==> src/rtl/spi_peripheral_pkg.sv <==
// Shared definitions for the SPI peripheral endpoint: default frame width,
// mode 0 clock constants and the frame FSM state encoding.
package spi_peripheral_pkg;

    // Frame width shared with the CPU-side SPI master.
    localparam int W_CPU = 32;

    // Mode 0: clock idles low, data sampled on the rising edge.
    localparam bit MODE0_CPOL = 1'b0;
    localparam bit MODE0_CPHA = 1'b0;

    // Idle level of the serial clock, also the synchroniser reset value.
    localparam bit SCLK_IDLE = MODE0_CPOL;

    // Mode 0 samples on the leading (rising) edge and shifts on the trailing edge.
    localparam bit SAMPLE_ON_RISE = (MODE0_CPOL == MODE0_CPHA);

    typedef enum logic [0:0] {
        ST_IDLE   = 1'b0,
        ST_ACTIVE = 1'b1
    } spi_state_t;

endpackage

==> src/rtl/spi_sync_edge.sv <==
// Multi-stage synchroniser with rise/fall detection on the synchronised output.
module spi_sync_edge #(
    parameter int STAGES    = 2,
    parameter bit RESET_VAL = 1'b0
) (
    input  logic clk,
    input  logic rst,
    input  logic din,
    output logic dout,
    output logic rise,
    output logic fall
);

    logic [STAGES-1:0] chain_r;
    logic              prev_r;

    // Shift the asynchronous input through the synchroniser chain and keep
    // the previous synchronised value for edge detection.
    always_ff @(posedge clk or posedge rst) begin
        if (rst) begin
            chain_r <= {STAGES{RESET_VAL}};
            prev_r  <= RESET_VAL;
        end else begin
            chain_r <= {chain_r[STAGES-2:0], din};
            prev_r  <= chain_r[STAGES-1];
        end
    end

    assign dout = chain_r[STAGES-1];
    assign rise = chain_r[STAGES-1] & ~prev_r;
    assign fall = ~chain_r[STAGES-1] & prev_r;

endmodule

==> src/rtl/spi_peripheral.sv <==
// SPI mode 0 peripheral endpoint, MSB first, fully oversampled on clk.
// One tx buffer word feeds miso; completed mosi words appear on rx_data.
module spi_peripheral
    import spi_peripheral_pkg::*;
#(
    parameter int W_DATA      = W_CPU,
    parameter int SYNC_STAGES = 2
) (
    input  logic              clk,
    input  logic              rst,
    input  logic              spi_clk,
    input  logic              ss_n,
    input  logic              mosi,
    output logic              miso,
    output logic              miso_oe,
    input  logic [W_DATA-1:0] tx_data,
    input  logic              tx_load,
    output logic              tx_ready,
    output logic [W_DATA-1:0] rx_data,
    output logic              rx_valid,
    output logic              rx_overrun,
    input  logic              rx_ack,
    output logic              tx_underrun,
    output logic              frame_err
);

    localparam int CNT_W = $clog2(W_DATA);
    localparam logic [CNT_W-1:0] LAST_BIT = CNT_W'(W_DATA - 1);

    logic sclk_s, sclk_rise_s, sclk_fall_s;
    logic ss_s, ss_rise_s, ss_fall_s;
    logic mosi_s, mosi_rise_unused, mosi_fall_unused;

    spi_sync_edge #(.STAGES(SYNC_STAGES), .RESET_VAL(SCLK_IDLE)) u_sync_sclk (
        .clk(clk), .rst(rst), .din(spi_clk),
        .dout(sclk_s), .rise(sclk_rise_s), .fall(sclk_fall_s)
    );

    spi_sync_edge #(.STAGES(SYNC_STAGES), .RESET_VAL(1'b1)) u_sync_ss (
        .clk(clk), .rst(rst), .din(ss_n),
        .dout(ss_s), .rise(ss_rise_s), .fall(ss_fall_s)
    );

    spi_sync_edge #(.STAGES(SYNC_STAGES), .RESET_VAL(1'b0)) u_sync_mosi (
        .clk(clk), .rst(rst), .din(mosi),
        .dout(mosi_s), .rise(mosi_rise_unused), .fall(mosi_fall_unused)
    );

    // Mode 0 samples on the rising edge, shifts on the falling edge.
    logic sample_edge_s, shift_edge_s;
    assign sample_edge_s = SAMPLE_ON_RISE ? sclk_rise_s : sclk_fall_s;
    assign shift_edge_s  = SAMPLE_ON_RISE ? sclk_fall_s : sclk_rise_s;

    spi_state_t        state_r;
    logic [CNT_W-1:0]  bit_cnt_r;
    logic [W_DATA-1:0] rx_shift_r;
    logic [W_DATA-1:0] tx_shift_r;
    logic [W_DATA-1:0] tx_buf_r;
    logic              tx_full_r;
    logic              rx_pending_r;
    logic              reload_r;
    logic              starve_r;

    assign miso     = (state_r == ST_ACTIVE) ? tx_shift_r[W_DATA-1] : 1'b0;
    assign miso_oe  = ~ss_s;
    assign tx_ready = ~tx_full_r;

    // Frame FSM: tx buffer, shift registers, bit counter and status pulses.
    // A word reloaded from an empty buffer at a frame boundary only reports
    // an underrun once the master actually clocks the next frame (starve_r),
    // so the trailing clock fall of the final frame is silent.
    always_ff @(posedge clk or posedge rst) begin
        if (rst) begin
            state_r      <= ST_IDLE;
            bit_cnt_r    <= {CNT_W{1'b0}};
            rx_shift_r   <= {W_DATA{1'b0}};
            tx_shift_r   <= {W_DATA{1'b0}};
            tx_buf_r     <= {W_DATA{1'b0}};
            tx_full_r    <= 1'b0;
            rx_data      <= {W_DATA{1'b0}};
            rx_valid     <= 1'b0;
            rx_pending_r <= 1'b0;
            rx_overrun   <= 1'b0;
            tx_underrun  <= 1'b0;
            frame_err    <= 1'b0;
            reload_r     <= 1'b0;
            starve_r     <= 1'b0;
        end else begin
            rx_valid    <= 1'b0;
            tx_underrun <= 1'b0;
            frame_err   <= 1'b0;
            if (rx_ack) begin
                rx_pending_r <= 1'b0;
                rx_overrun   <= 1'b0;
            end
            if (tx_load && !tx_full_r) begin
                tx_buf_r  <= tx_data;
                tx_full_r <= 1'b1;
            end
            case (state_r)
                ST_IDLE: begin
                    if (ss_fall_s) begin
                        state_r   <= ST_ACTIVE;
                        bit_cnt_r <= {CNT_W{1'b0}};
                        reload_r  <= 1'b0;
                        starve_r  <= 1'b0;
                        if (tx_full_r) begin
                            tx_shift_r <= tx_buf_r;
                            tx_full_r  <= 1'b0;
                        end else begin
                            tx_shift_r  <= {W_DATA{1'b0}};
                            tx_underrun <= 1'b1;
                        end
                    end
                end
                ST_ACTIVE: begin
                    if (ss_rise_s) begin
                        state_r    <= ST_IDLE;
                        bit_cnt_r  <= {CNT_W{1'b0}};
                        rx_shift_r <= {W_DATA{1'b0}};
                        reload_r   <= 1'b0;
                        starve_r   <= 1'b0;
                        if (bit_cnt_r != {CNT_W{1'b0}}) begin
                            frame_err <= 1'b1;
                        end
                    end else if (sample_edge_s) begin
                        rx_shift_r <= {rx_shift_r[W_DATA-2:0], mosi_s};
                        if (starve_r) begin
                            tx_underrun <= 1'b1;
                            starve_r    <= 1'b0;
                        end
                        if (bit_cnt_r == LAST_BIT) begin
                            rx_data      <= {rx_shift_r[W_DATA-2:0], mosi_s};
                            rx_valid     <= 1'b1;
                            bit_cnt_r    <= {CNT_W{1'b0}};
                            rx_pending_r <= 1'b1;
                            reload_r     <= 1'b1;
                            if (rx_pending_r && !rx_ack) begin
                                rx_overrun <= 1'b1;
                            end
                        end else begin
                            bit_cnt_r <= bit_cnt_r + CNT_W'(1);
                        end
                    end else if (shift_edge_s) begin
                        if (reload_r) begin
                            reload_r <= 1'b0;
                            if (tx_full_r) begin
                                tx_shift_r <= tx_buf_r;
                                tx_full_r  <= 1'b0;
                            end else begin
                                tx_shift_r <= {W_DATA{1'b0}};
                                starve_r   <= 1'b1;
                            end
                        end else if (bit_cnt_r != {CNT_W{1'b0}}) begin
                            tx_shift_r <= tx_shift_r << 1;
                        end
                    end
                end
                default: begin
                    state_r <= ST_IDLE;
                end
            endcase
        end
    end

endmodule

==> config.mk <==
export PLATFORM = sky130hd
export DESIGN_NAME = spi_peripheral
export DESIGN_NICKNAME = d
export VERILOG_FILES = /design/src/rtl/spi_peripheral_pkg.sv /design/src/rtl/spi_sync_edge.sv /design/src/rtl/spi_peripheral.sv
export SDC_FILE = /design/constraint.sdc
export NUM_CORES = 1
export LEC_CHECK = 0
export CORE_MARGIN = 2
export CORE_UTILIZATION = 50
export CTS_CLUSTER_DIAMETER = 150
export CTS_CLUSTER_SIZE = 16
export DETAILED_ROUTE_END_ITERATION = 8
export PLACE_DENSITY_LB_ADDON = 0.2
export REMOVE_ABC_BUFFERS = 1
export SYNTH_ARGS = -nofsm -noshare
export SYNTH_HDL_FRONTEND = slang
export SYNTH_SLANG_ARGS = --single-unit
==> constraint.sdc <==
create_clock -name clk -period 5.34 [get_ports clk]
set_clock_uncertainty 0.05 [all_clocks]
set_input_delay 1.068 -clock clk [delete_from_list [all_inputs] [get_ports clk]]
set_output_delay 1.068 -clock clk [all_outputs]
set_load 0.03 [all_outputs]
# Word level (Yosys, flattened, before mapping)
# Cells that the tools add are included.
dict set report word_totals {
  register_bits 149
  output_inout_bits 39
  word_cells 117
}
dict set report op_classes {
  addsub 1
  eq_ne 11
  mux 63
  n_bitwise 11
  reduce_logical 12
}
# cell count
set op_table {}
lappend op_table {{32-bit two-way mux} 7}
lappend op_table {{32-bit case mux with 2 select lines} 1}
lappend op_table {{31-bit two-way mux} 2}
lappend op_table {{1-bit two-way mux} 43}
lappend op_table {{5-bit two-way mux} 4}
lappend op_table {{1-bit case mux with 2 select lines} 5}
lappend op_table {{5-bit case mux with 2 select lines} 1}
lappend op_table {{2-bit inequality test (second input constant)} 4}
lappend op_table {{4-bit by 3-bit inequality test with 1-bit output (second input constant)} 2}
lappend op_table {{4-bit inequality test (second input constant)} 2}
lappend op_table {{4-bit AND reduction} 2}
lappend op_table {{1-bit NOT} 7}
lappend op_table {{5-bit by 1-bit adder with 5-bit output (second input constant)} 1}
lappend op_table {{5-bit equality test (second input constant)} 1}
lappend op_table {{5-bit AND reduction} 1}
lappend op_table {{5-bit nonzero test} 1}
lappend op_table {{1-bit bitwise AND} 4}
lappend op_table {{2-bit AND reduction} 2}
lappend op_table {{3-bit by 1-bit inequality test with 1-bit output (second input constant)} 1}
lappend op_table {{3-bit inequality test (second input constant)} 1}
lappend op_table {{3-bit AND reduction} 1}
lappend op_table {{1-bit logical AND} 2}
lappend op_table {{1-bit logical NOT} 2}
lappend op_table {{2-bit nonzero test} 1}

# Longest topological paths before layout
dict set report logic_depth {
  ltp_word 9
  depth_mapped 8
  mapped_depth_nobuf 6
}

# Cells and area by module
# From an unflattened synthesis, not the netlist that was laid out.
dict set report hier_totals {
  cells_unflattened 452
  hier_area_um2 6238.5
}
# module instances cells_each area_each_um2
set by_module_without_submodules {}
lappend by_module_without_submodules {spi_peripheral 1 434 5953.2}
lappend by_module_without_submodules {{spi_sync_edge at u_sync_mosi ...} 2 6 93.8}
lappend by_module_without_submodules {{spi_sync_edge at u_sync_ss} 1 6 97.6}

# Worst setup path after synthesis
# Ideal clock, no wire load.
dict set report synth_timing {
  kind {input to register}
  from {input port tx_load}
  to {register tx_buf_r[0]}
  setup_ps 125
  arrival_time_ps 2064
  t_required_ps 5165
  setup_slack_ps 3101
  cell_stages 4
  path_buffers 2
  path_cell_list {nor2b_1 -> clkbuf_1 -> buf_1 -> mux2_2}
}
dict set report synth_via {
  elab_chain_len 1
}
# item line
set synth_lines {}
lappend synth_lines {{start, declared} spi_peripheral.sv:17} ;# input logic tx_load,
lappend synth_lines {{1-bit logical AND} spi_peripheral.sv:96} ;# if (tx_load && !tx_full_r) begin
lappend synth_lines {{end signal, assigned} spi_peripheral.sv:78} ;# tx_buf_r <= {W_DATA{1'b0}};
lappend synth_lines {{end signal, assigned} spi_peripheral.sv:97} ;# tx_buf_r <= tx_data;
lappend synth_lines {{end, declared} spi_peripheral.sv:58} ;# logic [W_DATA-1:0] tx_buf_r;
# Every way passes these cells.
# A chain may end at the register's enable or synchronous reset.

# Final worst setup path
dict set report layout_timing {
  from {register state_r}
  to {output port miso}
}
dict set report layout_via {
  elab_chain_len 1
}
# item line
set layout_lines {}
lappend layout_lines {{start, declared} spi_peripheral.sv:54} ;# spi_state_t state_r;
lappend layout_lines {{start signal, assigned} spi_peripheral.sv:74} ;# state_r <= ST_IDLE;
lappend layout_lines {{start signal, assigned} spi_peripheral.sv:103} ;# state_r <= ST_ACTIVE;
lappend layout_lines {{start signal, assigned} spi_peripheral.sv:118} ;# state_r <= ST_IDLE;
lappend layout_lines {{1-bit two-way mux} spi_peripheral.sv:64} ;# assign miso = (state_r == ST_ACTIVE) ? tx_shift_r[W_DATA-1] : 1'b0;
lappend layout_lines {{end, declared} spi_peripheral.sv:14} ;# output logic miso,
# Every way passes these cells.

==> reports/qor.csv <==
metric;value;unit
status;finished, final reports clean;
Netlist Area Pre-Place;6100;um2
Worst Hold End;u_sync_sclk.chain_r[1];
P_leak;3.55;nW
register area share after synthesis;0.612;
internal reg-to-reg setup slack;2.46;ns
total global routing overflow;0;
initial antenna violation count;0;
pins over their slew limit;0;
P_sw;0.841;mW
register area;3730;um2
WL per Instance;15.2;um
Diodes inserted;0;
final core occ;0.630;
Design Power;3.25;mW
# setup viols final;0;
Root Buffer;clkbuf_16;
Pint;2.41;mW
Max Fanout on Critical Path;16;
Total Routing Usage GR;0.181;
Slew @ Worst Pin;1.25;ns
Seq cells post-synth;149;
Max-cap violations;0;
Num CTS Buffers;17;
# clock sinks;149;
Initial Utilization;0.510;
setup_tns;0;ns
synthesized area per cell;12.9;um2
Synth area leaders;dfrtp_1 60%, mux2_2 11%, a22o_1 4.5%;
worst hold path class;reg2reg;
pin count of the biggest net entering global routing;86;
nature of the critical path endpoint;output pin;
WL final;10700;um
Min-Delay Startpoint;u_sync_sclk.chain_r[0];
CTS Hold Bufs;0;
fin crit period;3.01;ns
CTS resizes;0;
share of layout cells above drive strength 1;0.248;
Critical Path AT;1.89;ns
router iterations before antenna repair;6;
Clock Latency Late Sink;0.42;ns
Pwr per Cell Area;431;nW/um2
fin crit share;0.564;
Async S/R FF share, synth;1.00;
Port-buffer cells;77;
NumNets Final;583;
critical path class;reg2out;
first-pass GRT wire length;18400;um
Synth Instances;472;
FF-to-FF path depth;4;
Rows;40;
H-tree levels;4;
area of the multi-input gates;2150;um2
GPL Wtd Cong;0.747;
CTS tree;done;
FF-to-FF Start;state_r;
cell taking the most area after synthesis;dfrtp_1;
Setup Buffers After CTS;0;
drt via density;5.51;
Synth top cells by count;146 x dfrtp_1, 62 x mux2_2, 38 x nand2_1;
ANT nets after route;0;
CTS clock-pin slew for the worst setup and hold paths;0.06;ns
EDFF count, synth;0;
most frequent cell after synthesis;dfrtp_1;
Post-DP HPWL;6650;um
Residual DRC;0;
Final Hold Viols;0;
FF-to-FF End;tx_shift_r[23];
Clk network pwr share;0.378;
vias in the first global route;3883;
initial DRC count;252;
Net Sw Frac;0.259;
Core ar.;12000;um2
die height;114;um
Seq pwr share;0.461;
hold depth;0;
Die Area;13100;um2
Top FF cell, synth;dfrtp_1;
Slew HR;0.165;
Max Freq;332;MHz
Layout area overhead;23.6;%
Ports;78;
RSZ-0062 raised after global routing;no;
YS warnings;0;
Unique masters post-synth;43;
combinational power share;0.160;
fill count;963;
CTS max path bufs;2;
width of the die;114;um
CP required;4.22;ns
Peak supply drop;0.243;mV
post-synth top area share;0.599;
total number of vias;3859;
CP Launch Type;flop;
## per-stage QoR
stage,instance area [um2],instances,worst slack (ns),hold slack (ns)
3_3_place_gp,6920,668,2.57,0.286
5_1_grt,7530,700,2.17,0.301
6_report,7530,700,2.33,0.295
4_1_cts,7530,700,2.30,0.299
3_5_place_dp,6920,668,2.48,0.286
2_1_floorplan,5900,438,0.219,0.281
## layout make-up
| cell class | count | share of cell area |
|---|---|---|
| clock buffer | 18 | 0.0570 |
| clock inverter | 14 | 0.0244 |
| inverter | 8 | 0.00465 |
| multi-input combinational | 281 | 0.286 |
| sequential | 149 | 0.495 |
| tap | 147 | 0.0244 |
| timing repair buffer | 83 | 0.108 |
## cells by family (layout without fill, tap and decap cells)
logic type | after synthesis | in the layout | share of synthesized area
AO/OA/AOI/OAI | 110 | 110 | 0.132
XOR/XNOR | 1 | 1 | 0.00144
adder cells (fa/ha/maj) | 5 | 5 | 0.00985
buffers and inverters | 42 | 123 | 0.0373
flip-flops | 149 | 149 | 0.612
multiplexers | 64 | 64 | 0.118
AND/OR/NAND/NOR | 101 | 101 | 0.0895
## power by group through the flow
stage	clock (mW)	sequential (mW)	combinational [mW]
after detailed placement	0	1.52	0.529
after global placement	0	1.51	0.503
final	1.23	1.50	0.521
after CTS	1.25	1.50	0.530
after floorplan	0	1.48	0.411
after global routing	1.30	1.53	0.595
## registers in the layout, indices dropped and copies added (netlist names)
signal and flops:
tx_shift_r 32, rx_pending_r 1, rx_overrun 1, u_sync_ss.prev_r 1, tx_underrun 1, u_sync_sclk.chain_r 2, reload_r 1, rx_valid 1
u_sync_sclk.prev_r 1, rx_data 32, state_r 1, u_sync_ss.chain_r 2, u_sync_mosi.chain_r 2, tx_full_r 1, starve_r 1, frame_err 1
bit_cnt_r 5, rx_shift_r 31, tx_buf_r 32
## worst max-delay path, cell delays in order (launching register included)
cell,delay [ns]
dfrtp_1,0.60
and2_1,0.21
clkdlybuf4s50_1,0.67
## worst max path at each step
stage | slack, ns | endpoint | start
global route | 2.17 | tx_shift_r[23] | state_r
CTS | 2.30 | miso | state_r
floorplan | 0.22 | bit_cnt_r[0] | rst
global placement | 2.57 | tx_shift_r[27] | state_r
finish | 2.33 | miso | state_r
detailed placement | 2.48 | tx_shift_r[24] | state_r
## cell usage in the layout (no fill, tap or decap), drive strengths merged, types with 4 or more instances in the layout
master	Yosys	final
dfrtp	146	146
mux2	64	64
bufinv	0	4
clkdlybuf4s50	0	77
buf	16	6
a21oi	32	32
inv	8	9
nand3	5	5
and3	34	34
ha	4	4
clkbuf	18	18
a22o	31	31
o21ai	38	38
nand2	39	39
clkinv	0	8
## layer usage
| layer | part of all wire | vias to the layer above | track usage |
|---|---|---|---|
| li1 | - | 1831 | - |
| met1 | 0.45 | 1928 | 0.229 |
| met2 | 0.49 | 80 | 0.294 |
| met3 | 0.038 | 20 | 0.0466 |
| met4 | 0.022 | 0 | 0.0813 |
| met5 | 0 | - | 0 |
No activity file was read; power rests on OpenSTA's default activity.
